File: config.mk
export PLATFORM = sky130hd
export DESIGN_NAME = uart_tx
export DESIGN_NICKNAME = d
export VERILOG_FILES = /design/src/rtl/briskv_pkg.sv /design/src/rtl/uart_baud_gen.sv /design/src/rtl/uart_tx.sv
export SDC_FILE = /design/constraint.sdc
export NUM_CORES = 1
export LEC_CHECK = 0
export BUFFER_PORTS_ARGS = -buffer_cell sky130_fd_sc_hd__buf_2
export CAP_MARGIN = 20
export CORE_UTILIZATION = 42
export DETAILED_ROUTE_END_ITERATION = 12
export GPL_TIMING_DRIVEN = 0
export PLACE_DENSITY = 0.69
export SLEW_MARGIN = 20
export SYNTH_ARGS = -nofsm -noshare
export SYNTH_HDL_FRONTEND = slang
export SYNTH_SLANG_ARGS = --single-unit
export TNS_END_PERCENT = 10
File: constraint.sdc
create_clock -name clk -period 4.9 [get_ports clk]
set_clock_uncertainty 0.1 [all_clocks]
set_input_delay 1.225 -clock clk [delete_from_list [all_inputs] [get_ports clk]]
set_output_delay 1.225 -clock clk [all_outputs]
set_load 0.03 [all_outputs]
File: src/rtl/briskv_pkg.sv
// Shared UART types and constants for the briskv SoC peripherals.
package briskv_pkg;

  typedef enum logic [1:0] {
    IDLE  = 2'd0,
    START = 2'd1,
    DATA  = 2'd2,
    STOP  = 2'd3
  } uart_tx_state_t;

  localparam int UART_DATA_BITS    = 8;
  localparam int UART_FRAME_BITS   = 10;
  localparam int UART_CLKS_PER_BIT = 104;

endpackage

File: src/rtl/uart_baud_gen.sv
// Bit-period timer: tick is high during the last clock of every bit period.
module uart_baud_gen
  import briskv_pkg::*;
#(
  parameter int CLKS_PER_BIT = UART_CLKS_PER_BIT
) (
  input  logic clk,
  input  logic reset,
  input  logic clear,
  output logic tick
);

  localparam int CNT_W = $clog2(CLKS_PER_BIT);
  localparam logic [CNT_W-1:0] LAST = CNT_W'(CLKS_PER_BIT - 1);

  logic [CNT_W-1:0] cnt_q;
  logic [CNT_W-1:0] cnt_d;

  // clear realigns the period to the accept edge of a new frame
  always_comb begin
    cnt_d = cnt_q + CNT_W'(1);
    if (clear || (cnt_q == LAST)) begin
      cnt_d = '0;
    end
  end

  always_ff @(posedge clk or posedge reset) begin
    if (reset) begin
      cnt_q <= '0;
    end else begin
      cnt_q <= cnt_d;
    end
  end

  assign tick = (cnt_q == LAST);

endmodule

File: src/rtl/uart_tx.sv
// 8N1 UART transmitter: accepts one byte over valid/ready and serialises it LSB first.
module uart_tx
  import briskv_pkg::*;
#(
  parameter int CLKS_PER_BIT = UART_CLKS_PER_BIT
) (
  input  logic       clk,
  input  logic       reset,
  input  logic [7:0] data,
  input  logic       valid,
  output logic       ready,
  output logic       busy,
  output logic       TXD
);

  localparam logic [2:0] LAST_BIT = 3'(UART_DATA_BITS - 1);

  uart_tx_state_t state_q;
  logic [7:0]     shift_q;
  logic [2:0]     bit_idx_q;
  logic           txd_q;
  logic           tick;
  logic           accept;

  assign accept = valid && (state_q == IDLE);

  uart_baud_gen #(
    .CLKS_PER_BIT(CLKS_PER_BIT)
  ) u_baud (
    .clk  (clk),
    .reset(reset),
    .clear(accept),
    .tick (tick)
  );

  // TXD is registered alongside the state so the line changes on the same edge
  always_ff @(posedge clk or posedge reset) begin
    if (reset) begin
      state_q   <= IDLE;
      shift_q   <= '0;
      bit_idx_q <= '0;
      txd_q     <= 1'b1;
    end else begin
      case (state_q)
        IDLE: begin
          if (valid) begin
            state_q   <= START;
            shift_q   <= data;
            bit_idx_q <= '0;
            txd_q     <= 1'b0;
          end
        end
        START: begin
          if (tick) begin
            state_q <= DATA;
            txd_q   <= shift_q[0];
          end
        end
        DATA: begin
          if (tick) begin
            shift_q <= shift_q >> 1;
            if (bit_idx_q == LAST_BIT) begin
              state_q <= STOP;
              txd_q   <= 1'b1;
            end else begin
              bit_idx_q <= bit_idx_q + 3'd1;
              txd_q     <= shift_q[1];
            end
          end
        end
        STOP: begin
          if (tick) begin
            state_q <= IDLE;
            txd_q   <= 1'b1;
          end
        end
        default: begin
          state_q <= IDLE;
          txd_q   <= 1'b1;
        end
      endcase
    end
  end

  assign ready = (state_q == IDLE);
  assign busy  = !ready;
  assign TXD   = txd_q;

endmodule

# Yosys cells after proc, flatten, opt, wreduce, memory -nomap -nowiden
# Index checks and enable logic that the tools add are counted.
dict set report op_classes {
  muxes 20
  reduce_logical 9
  add_sub_neg 2
  eq_ne 11
}
# op n
set ops {}
lappend ops {{8-bit 2-to-1 mux} 2}
lappend ops {{8-bit case mux with 2 select lines} 1}
lappend ops {{2-bit != test (second input constant)} 6}
lappend ops {{2-bit 2-to-1 mux} 5}
lappend ops {{3-bit 2-to-1 mux} 3}
lappend ops {{2-bit case mux with 4 select lines} 1}
lappend ops {{4-bit AND reduction} 2}
lappend ops {{7-bit by 1-bit adder with 7-bit output (second input constant)} 1}
lappend ops {{7-bit == test (second input constant)} 1}
lappend ops {{7-bit 2-to-1 mux} 1}
lappend ops {{3-bit case mux with 2 select lines} 1}
lappend ops {{1-bit 2-to-1 mux} 5}
lappend ops {{5-bit AND reduction} 1}
lappend ops {{2-bit == test (second input constant)} 2}
lappend ops {{1-bit case mux with 4 select lines} 1}
lappend ops {{3-bit by 1-bit adder with 3-bit output (second input constant)} 1}
lappend ops {{3-bit == test (second input constant)} 1}
lappend ops {{3-bit AND reduction} 1}
lappend ops {{2-bit by 1-bit == test with 1-bit output (second input constant)} 1}
lappend ops {{2-bit zero test} 1}
lappend ops {{2-bit nonzero test} 1}
lappend ops {{1-bit logical AND} 1}
lappend ops {{1-bit zero test} 1}
lappend ops {{1-bit logical OR} 1}
dict set report totals {
  out_inout_bits 3
  word_cells 47
  register_bits 21
  in_bits 11
}

# Logic depth before layout (Yosys ltp)
# Gate-level depths: netlist of the first run.
dict set report depth {
  ltp_word 4
  depth_mapped 7
  mapped_depth_nobuf 5
}

# Hierarchy
# Synthesis of the first run repeated with hierarchy kept, for this count alone.
dict set report hier_totals {
  cells_unflattened 105
  hier_area_um2 1146.1
}
# module instances area_each_um2 cells_per_inst
set by_module_without_submodules {}
lappend by_module_without_submodules {uart_tx 1 802.0 71}
lappend by_module_without_submodules {uart_baud_gen 1 344.1 34}

# Worst setup path before layout of the first run
# Ideal clock, no wire load.
dict set report synth_timing {
  path_kind {register -> output}
  startpoint {register state_q[0]}
  endpoint {output port busy}
  setup_slack_ns 2.349
  t_arrival_ns 1.226
  stages_incl_launch_ff 5
  cell_sequence {dfrtp_1 -> inv_1 -> ha_1 -> buf_2 -> inv_1}
}
dict set report synth_between {
  elab_chain_cells 2
}
# item line
set synth_rtl {}
lappend synth_rtl {{start, declared} uart_tx.sv:18} ;# uart_tx_state_t state_q;
lappend synth_rtl {{start signal, assigned} uart_tx.sv:39} ;# state_q <= IDLE;
lappend synth_rtl {{start signal, assigned} uart_tx.sv:47} ;# state_q <= START;
lappend synth_rtl {{start signal, assigned} uart_tx.sv:55} ;# state_q <= DATA;
lappend synth_rtl {{2-bit zero test} uart_tx.sv:85} ;# assign ready = (state_q == IDLE);
lappend synth_rtl {{net ready} uart_tx.sv:11} ;# output logic ready,
lappend synth_rtl {{1-bit zero test} uart_tx.sv:86} ;# assign busy = !ready;
lappend synth_rtl {{end, declared} uart_tx.sv:12} ;# output logic busy,
# The timed path passes the listed nets, and every way through them passes these cells.

# Worst setup path after layout of the first run
dict set report layout_timing {
  startpoint {register state_q[0]}
  endpoint {output port busy}
}
dict set report layout_between {
  elab_chain_cells 2
}
# item line
set layout_rtl {}
lappend layout_rtl {{2-bit zero test} uart_tx.sv:85}
lappend layout_rtl {{1-bit zero test} uart_tx.sv:86}
# Every way passes these cells.

==> results.sh, run 1 <==
export IMPL_gp_congestion=0.856
export IMPL_min_from="u_baud.cnt_q[0]"
export IMPL_io_pin_count=14
export IMPL_num_fill_cells=314
export IMPL_fin_nets=199
export IMPL_die_w_um=60.8
export IMPL_slew_viol_final=0
export IMPL_internal_power_w=0.000209
export IMPL_clk_pin_slew_ps=120
export IMPL_cp_startpoint="state_q[0]"
export IMPL_fin_tns_setup_ps=0
export IMPL_hold_viol=0
export IMPL_place_area_um2=1570
export IMPL_multi_input_area_um2=841
export IMPL_first_iter_violations=46
export IMPL_grt_pass1_wl_mm=5.93
export IMPL_crit_type="reg2out"
export IMPL_synth_seq_cells=21
export IMPL_swShare_pct=23.3
export IMPL_ys_async_sr_fraction_pct=100
export IMPL_reg2reg_depth=6
export IMPL_slew_headroom_pct=44.4
export IMPL_overflow=0
export IMPL_status="completed"
export IMPL_ys_flop_type="dfrtp_1"
export IMPL_grt_usage_pct=21.9
export IMPL_ys_seq_area_share_pct=36.3
export IMPL_antenna_cells=0
export IMPL_cellPowerDensity_nw_per_um2=170
export IMPL_insertion_delay_ps=310
export IMPL_core_area_um2=3180
export IMPL_seqPwrFrac_pct=64.0
export IMPL_vias=1345
export IMPL_slowest_delay_ps=460
export IMPL_layout_cells_most_common="dfrtp_1"
export IMPL_cts_resized=0
export IMPL_p_comb_share_pct=4.1
export IMPL_cp_cell_sequence="inv_1 > ha_1 > buf_2 > inv_1 > buf_2"
export IMPL_cp_start_kind="flip-flop"
export IMPL_final_cell_mix="dfrtp_1 (20), buf_2 (18), nand2_1 (14)"
export IMPL_io_buffers=13
export IMPL_root_buffer="clkbuf_4"
export IMPL_yosysWarnings=0
export IMPL_max_vdd_ir_drop_uv=106
export IMPL_rows=20
export IMPL_arrival_ps=1530
export IMPL_tritoncts="yes"
export IMPL_post_route_period_util_pct=58.4
export IMPL_grt_max_degree=22
export IMPL_final_layout_size_suffix_gt1_share_pct=17.8
export IMPL_critical_path_top_delay_family="buffers and inverters"
export IMPL_power_switching_w=0.0000635
export IMPL_p_clk_share_pct=31.9
export IMPL_die_h_um=60.8
export IMPL_cp_slowest_cell="dfrtp_1"
export IMPL_grt_antenna_before_repair=0
export IMPL_period_needed_ps=2860
export IMPL_rsz0062_at_grt="no"
export IMPL_synth_edf_count=0
export IMPL_hold_depth=1
export IMPL_clockBufferDepth=2
export IMPL_cp_required_ps=3580
export IMPL_worstPathMaxFanout=10
export IMPL_netlist_area_um2=1450
export IMPL_worst_path_stages=5
export IMPL_drc_errors=0
export IMPL_reg2reg_from="state_q[1]"
export IMPL_hp_class="reg2reg"
export IMPL_p_leak_nw=0.632
export IMPL_die_area_um2=3700
export IMPL_antenna_left=0
export IMPL_regArea_um2=527
export IMPL_area_growth_syn_to_layout_pct=10.2
export IMPL_cts_hold_buf=0
export IMPL_vias_per_cell=6.00
export IMPL_worstPathBufferInverterCount=4
export IMPL_cts_htree_levels=1
export IMPL_cts_setup_buffers=0
export IMPL_wire_per_inst_um=15.5
export IMPL_syn_nets=181
export IMPL_wirelength_mm=3.48
export IMPL_dr_pass1_iters=4
export IMPL_tightest_slew_ps=833
export IMPL_cap_viol_max_count=0
export IMPL_initial_utilization_pct=45.7
export IMPL_syn_area_per_cell_um2=8.91
export IMPL_syn_instance_count=163
export IMPL_hpwl_mm=2.49
export IMPL_fin_area_um2=1600
export IMPL_cts_made_buffers=3
export IMPL_cts_sinks=21
export IMPL_max_freq_mhz=350
export IMPL_ys_types=47
export IMPL_grt_pass1_vias=1318
export IMPL_worstSetupEndpointType="output pin"
export IMPL_setup_viol=0
worst register-to-register path, cell delays in order (launching register included):
cell and delay (ps):
dfrtp_1 470, inv_1 110, ha_1 150, buf_2 210, mux2i_1 690, o211ai_1 160, a31oi_1 190
flip-flops by register name, indices dropped and copies added, names as in the netlist:
register and count:
shift_q 8, TXD 1, state_q 2, bit_idx_q 3
u_baud.cnt_q 7
cells in the mapped netlist, types with 2 or more instances:
cell      instances  area, um2
and3_1            2       12.5
xnor2_1           2       17.5
dfrtp_1          20        500
o22a_1            4       35.0
mux2i_1           2       20.0
inv_1             6       22.5
nand3_1           4       20.0
clkbuf_1          4       15.0
nand4_1           8       50.1
nand2_1          14       52.6
o22ai_1           2       12.5
o211ai_1         11       82.6
buf_2             5       25.0
mux2_2            2       22.5
or3_1             2       12.5
a31oi_1           4       25.0
nor3_1            2       10.0
nand3b_1          5       37.5
ha_1              7       87.6
nor3b_1           4       30.0
nor2_1            8       30.0
o21ai_0          10       50.1
nand2b_1          4       25.0
a21oi_1           8       40.0
routing by layer:
metal,global-route usage [%],up-vias,routed length (um)
li1,-,637,-
met1,28.7,642,1490
met2,35.6,56,1680
met3,2.56,10,237
met4,11.4,0,80
met5,0,-,0
per-stage QoR:
stage               setup slack, ps  std cells  utilization [%]  power [W]  hold WS [ps]
floorplan                      2350        163                -   0.000182           333
global placement               2410        220             49.5   0.000188           349
detailed placement             2410        220             49.5   0.000189           368
CTS                            2050        224             50.4   0.000274           385
global route                   1940        224             50.4   0.000281           424
finish                         2040        224             50.4   0.000272           386
power groups by stage:
| stage | logic, W | clock network [W] | registers [W] |
|---|---|---|---|
| finish | 0.0000111 | 0.0000868 | 0.000174 |
| global route | 0.0000126 | 0.0000937 | 0.000174 |
| CTS | 0.0000113 | 0.0000887 | 0.000174 |
| detailed placement | 0.0000113 | 0 | 0.000177 |
| global placement | 0.0000110 | 0 | 0.000177 |
| floorplan | 0.00000499 | 0 | 0.000177 |
path summary, 6_finish.rpt:
kind / slack (ps) / end
worst max-delay path: 2040 / busy
worst min-delay path: 390 / u_baud.cnt_q[0]
worst max register to register: 2750 / shift_q[1]
worst min register to register: 390 / u_baud.cnt_q[0]
max in group asynchronous: 3230 / shift_q[3]
min in group asynchronous: 950 / shift_q[6]
area by class of cell:
| cell class | instances | share of cell area [%] |
|---|---|---|
| clock inverter | 1 | 0.313 |
| clock buffer | 3 | 1.41 |
| inverter | 6 | 1.41 |
| buffer | 12 | 3.91 |
| tap | 44 | 3.44 |
| sequential | 21 | 32.9 |
| multi-input combinational | 124 | 52.5 |
| timing repair buffer | 13 | 4.07 |
cell families (layout without fill, tap and decap cells):
family          after synthesis  in the layout  share of synthesized area [%]
fa+ha+maj                     7              7                           6.03
buf+inv                      18             35                           5.86
simple gates                 63             63                           25.8
flops                        21             21                           36.3
compound gates               47             47                           21.4
mux                           4              4                           2.93
xor+xnor                      3              3                           1.81
Note: power is estimated with default switching activity, not from simulation.
==> run 2: changes to the inputs <==
- PLACE_DENSITY: 0.69 -> 0.71
- clock period: 4.9 -> 2.3 ns (I/O delays scaled with it)
==> run 2 against run 1 <==
Count of clock-buffer cells in the layout increased by 1. First-iteration DRC count increased by 70%. Core utilization grew 0.12 points. Cell count unchanged. Critical path depth is the same.
==> results.sh, run 2 (same netlist as run 1, synthesis figures left out) <==
export IMPL_antenna_cells=0
export IMPL_wl_met3_um=184
export IMPL_root_buffer="clkbuf_4"
export IMPL_largest_register="shift_q"
export IMPL_rsz0062_at_grt="no"
export IMPL_m1WireLength_mm=1.64
export IMPL_top_layer_used="met4"
export IMPL_setup_viol=0
export IMPL_grt_pass1_wl_mm=5.91
export IMPL_grt_usage_pct=21.8
export IMPL_tritoncts="yes"
export IMPL_wl_met2_mm=1.72
export IMPL_wire_per_inst_um=16.0
export IMPL_vias=1372
export IMPL_area_growth_syn_to_layout_pct=10.4
export IMPL_grt_antenna_before_repair=0
export IMPL_hold_viol=0
export IMPL_wirelength_mm=3.58
export IMPL_post_route_period_util_pct=94.9
export IMPL_max_freq_mhz=458
export IMPL_period_needed_ps=2180
export IMPL_slew_headroom_pct=44.6
export IMPL_worstPathMaxFanout=10
export IMPL_crit_type="reg2out"
export IMPL_p_comb_share_pct=4.1
export IMPL_overflow=0
export IMPL_cts_sinks=21
export IMPL_internal_power_w=0.000447
export IMPL_first_iter_violations=78
export IMPL_seqPwrFrac_pct=63.9
export IMPL_die_w_um=60.8
export IMPL_fin_tns_setup_ps=0
export IMPL_place_area_um2=1570
export IMPL_dr_pass1_iters=4
export IMPL_cp_required_ps=1620
export IMPL_final_layout_size_suffix_gt1_share_pct=18.3
export IMPL_clockBufferDepth=2
export IMPL_slew_viol_final=0
export IMPL_hold_slack_ps=307
export IMPL_fin_nets=199
export IMPL_cellPowerDensity_nw_per_um2=362
export IMPL_clk_pin_slew_ps=130
export IMPL_drc_errors=0
export IMPL_largestRegisters="shift_q (8), u_baud.cnt_q (7), bit_idx_q (3)"
export IMPL_hp_class="in2async"
export IMPL_fin_area_um2=1600
export IMPL_reg2reg_depth=6
export IMPL_max_vdd_ir_drop_uv=213
export IMPL_final_cell_mix="dfrtp_1 (18), buf_2 (17), nand2_1 (14)"
export IMPL_io_pin_count=14
export IMPL_hpwl_mm=2.59
export IMPL_p_clk_share_pct=32.0
export IMPL_cap_viol_max_count=0
export IMPL_cts_made_buffers=3
export IMPL_status="completed"
export IMPL_rows=20
export IMPL_p_leak_nw=0.627
export IMPL_layout_cells_most_common="dfrtp_1"
export IMPL_swShare_pct=23.0
export IMPL_worstReg2RegEnd="shift_q[3]"
export IMPL_tightest_slew_ps=830
export IMPL_die_h_um=60.8
export IMPL_grt_max_degree=22
export IMPL_reg2reg_from="state_q[0]"
export IMPL_worstSetupEndpointType="output pin"
export IMPL_arrival_ps=1510
export IMPL_cp_start_kind="flip-flop"
export IMPL_gp_congestion=0.928
export IMPL_die_area_um2=3700
export IMPL_core_area_um2=3180
export IMPL_power_switching_w=0.000133
export IMPL_cts_htree_levels=1
export IMPL_initial_utilization_pct=45.7
export IMPL_ff2ff_setup_slack_ps=190
export IMPL_largest_reg_flops=8
export IMPL_antenna_left=0
export IMPL_grt_pass1_vias=1341
export IMPL_cts_setup_buffers=0
export IMPL_insertion_delay_ps=310
export IMPL_io_buffers=13
export IMPL_vias_per_cell=6.13
## run 2: worst max-delay path by stage
stage / from / to / depth (start not counted)
final: state_q[0] / busy / 5
after global routing: state_q[0] / busy / 5
after CTS: state_q[1] / busy / 5
after detailed placement: state_q[1] / shift_q[3] / 6
after global placement: state_q[0] / shift_q[2] / 6
after floorplan: state_q[0] / shift_q[0] / 6
## run 2: critical path, stage by stage, from the launching register on
cell	delay [ps]
dfrtp_2	440
inv_1	80
ha_1	200
clkbuf_4	190
inv_1	90
buf_2	200
## run 2: final cells by class
| cell class | count | area [um2] |
|---|---|---|
| inverter | 6 | 22.5 |
| sequential | 21 | 529 |
| buffer | 12 | 65.1 |
| multi-input combinational | 124 | 841 |
| timing repair buffer | 13 | 65.1 |
| fill | 302 | 1570 |
| clock buffer | 4 | 26.3 |
| tap | 44 | 55.1 |
## run 2: per-layer routing
layer | vias to the layer above | GRT usage (%)
li1 | 641 | -
met1 | 663 | 28.1
met2 | 64 | 34.5
met3 | 4 | 3.20
met4 | 0 | 13.3
met5 | - | 0
## run 2: repair_timing
action | CTS | global route
endpoints found under the setup margin | 0 | 1
gates resized for setup | 0 | 3
hold buffers | 0 | 0
## run 2: stage by stage
step,power [W],std cells,setup WS [ps],utilization (%)
6_report,0.000580,224,117,50.5
5_1_grt,0.000601,224,11.3,50.5
3_3_place_gp,0.000401,220,253,49.5
2_1_floorplan,0.000388,163,324,-
3_5_place_dp,0.000402,220,213,49.5
4_1_cts,0.000586,224,61.7,50.3
## run 2: power groups by stage
stage | sequential [W] | combinational [W] | clock, W
floorplan | 0.000378 | 0.0000106 | 0
global placement | 0.000378 | 0.0000232 | 0
detailed placement | 0.000378 | 0.0000240 | 0
CTS | 0.000371 | 0.0000242 | 0.000191
global route | 0.000371 | 0.0000265 | 0.000204
finish | 0.000371 | 0.0000236 | 0.000186
==> run 3: changes to the inputs <==
- SETUP_SLACK_MARGIN: unset -> 0.3
==> run 3 against run 2 <==
Routed wire length grew 2.4%. Design area up 3.7%. Via count about the same. Global-route usage rose by 0.63 points. Sequential share of layout area decreased by 1.2 points. Count of clock-buffer cells in the layout unchanged. Setup slack better by 200 ps. Sequential cell count is the same. Critical endpoint unchanged.
==> results.sh, run 3 (same netlist as run 1, synthesis figures left out) <==
export IMPL_status="completed"
export IMPL_largest_register="shift_q"
export IMPL_power_switching_w=0.000134
export IMPL_setup_viol=0
export IMPL_die_w_um=60.8
export IMPL_wire_per_inst_um=16.1
export IMPL_hold_viol=0
export IMPL_layout_setup_ws_ps=316
export IMPL_p_comb_share_pct=4.1
export IMPL_die_h_um=60.8
export IMPL_drc_errors=0
export IMPL_final_layout_size_suffix_gt1_share_pct=23.4
export IMPL_layout_cells_most_common="dfrtp_1"
export IMPL_fin_nets=203
export IMPL_arrival_ps=1310
export IMPL_clockBufferDepth=2
export IMPL_cp_cell_sequence="inv_2 > ha_4 > buf_6 > inv_1 > buf_4"
export IMPL_cp_required_ps=1620
export IMPL_slew_viol_final=0
export IMPL_cap_viol_max_count=0
export IMPL_gp_congestion=0.928
export IMPL_cts_sinks=21
export IMPL_grt_usage_pct=22.4
export IMPL_final_cell_mix="dfrtp_1 (19), buf_2 (17), nand2_1 (14)"
export IMPL_largest_reg_flops=8
export IMPL_insertion_delay_ps=310
export IMPL_cp_start_kind="flip-flop"
export IMPL_io_buffers=13
export IMPL_die_area_um2=3700
export IMPL_grt_pass1_vias=1369
export IMPL_hpwl_mm=2.59
export IMPL_initial_utilization_pct=45.7
export IMPL_cts_htree_levels=1
export IMPL_cp_slowest_cell="dfrtp_2"
export IMPL_clk_pin_slew_ps=120
export IMPL_cellPowerDensity_nw_per_um2=349
export IMPL_cts_made_buffers=3
export IMPL_num_fill_cells=300
export IMPL_grt_max_degree=22
export IMPL_vias=1373
export IMPL_fin_tns_setup_ps=0
export IMPL_tightest_slew_ps=837
export IMPL_multi_input_area_um2=866
export IMPL_post_route_period_util_pct=86.3
export IMPL_slew_headroom_pct=44.2
export IMPL_antenna_cells=0
export IMPL_wirelength_mm=3.67
export IMPL_worstSetupEndpointType="output pin"
export IMPL_grt_antenna_before_repair=0
export IMPL_max_freq_mhz=504
export IMPL_rsz0062_at_grt="yes"
export IMPL_core_area_um2=3180
export IMPL_p_clk_share_pct=32.0
export IMPL_antenna_left=0
export IMPL_grt_pass1_wl_mm=6.05
export IMPL_io_pin_count=14
export IMPL_regArea_um2=528
export IMPL_swShare_pct=23.1
export IMPL_area_growth_syn_to_layout_pct=14.5
export IMPL_place_ws_ps=213
export IMPL_seqPwrFrac_pct=63.9
export IMPL_max_vdd_ir_drop_uv=211
export IMPL_hp_class="in2async"
export IMPL_period_needed_ps=1980
export IMPL_worstPathMaxFanout=5
export IMPL_first_iter_violations=89
export IMPL_internal_power_w=0.000447
export IMPL_tritoncts="yes"
export IMPL_crit_type="reg2out"
export IMPL_root_buffer="clkbuf_4"
export IMPL_dr_pass1_iters=4
export IMPL_overflow=0
export IMPL_slowest_delay_ps=440
export IMPL_rows=20
export IMPL_largestRegisters="shift_q (8), u_baud.cnt_q (7), bit_idx_q (3)"
export IMPL_vias_per_cell=6.02
export IMPL_p_leak_nw=0.657
==> run 3: per-stage QoR <==
step                      total power [W]  cells  utilization [%]  hold slack, ps  instance area [um2]
after floorplan                  0.000388    163                -             333                 1450
after global placement           0.000401    220             49.5             346                 1570
after detailed placement         0.000402    220             49.5             350                 1570
after CTS                        0.000586    228             52.1             336                 1660
after global routing             0.000602    228             52.3             378                 1660
final                            0.000581    228             52.3             311                 1660
==> run 3: area by class of cell <==
class / instances / area share, %
buffer: 12 / 4.21
clock buffer: 4 / 1.58
inverter: 6 / 1.35
multi-input combinational: 124 / 52.1
sequential: 21 / 31.8
tap: 44 / 3.31
timing repair buffer: 17 / 5.72
==> run 3: timing repair <==
action / 4_1_cts / 5_1_grt
endpoints found under the setup margin: 10 / 15
gates resized for setup: 7 / 6
gates cloned: 1 / 0
buffers inserted: 3 / 0
endpoints found under the hold margin: 0 / 0
pin swaps: 0 / 0
hold buffers: 0 / 0
==> run 3: power groups by stage <==
stage          Clock [W]  Sequential (W)  Combinational (W)
6_report        0.000186        0.000371          0.0000239
5_1_grt         0.000204        0.000371          0.0000267
4_1_cts         0.000191        0.000371          0.0000242
3_5_place_dp           0        0.000378          0.0000240
3_3_place_gp           0        0.000378          0.0000232
2_1_floorplan          0        0.000378          0.0000106
==> run 3: layer usage <==
layer	track usage, %	wire (um)
met4	12.7	42
met1	28.9	1600
met2	36.1	1830
met3	3.20	194
met5	0	0
==> run 3: final timing paths <==
path | from | endpoint | slack (ps) | cells past startpoint
worst max-delay path | state_q[1] | busy | 320 | 5
worst min-delay path | reset | shift_q[3] | 310 | 2
worst max register to register | bit_idx_q[0] | bit_idx_q[0] | 360 | 5
worst min register to register | u_baud.cnt_q[0] | u_baud.cnt_q[0] | 360 | 1
max in group asynchronous | reset | state_q[1] | 1220 | 2
min in group clk | u_baud.cnt_q[0] | u_baud.cnt_q[0] | 360 | 1
==> run 3: critical path, delay by kind of cell (launching register included) <==
family,cells,cell delay [ps]
buffers and inverters,4,410
flip-flops,1,440
adder cells (fa/ha/maj),1,140
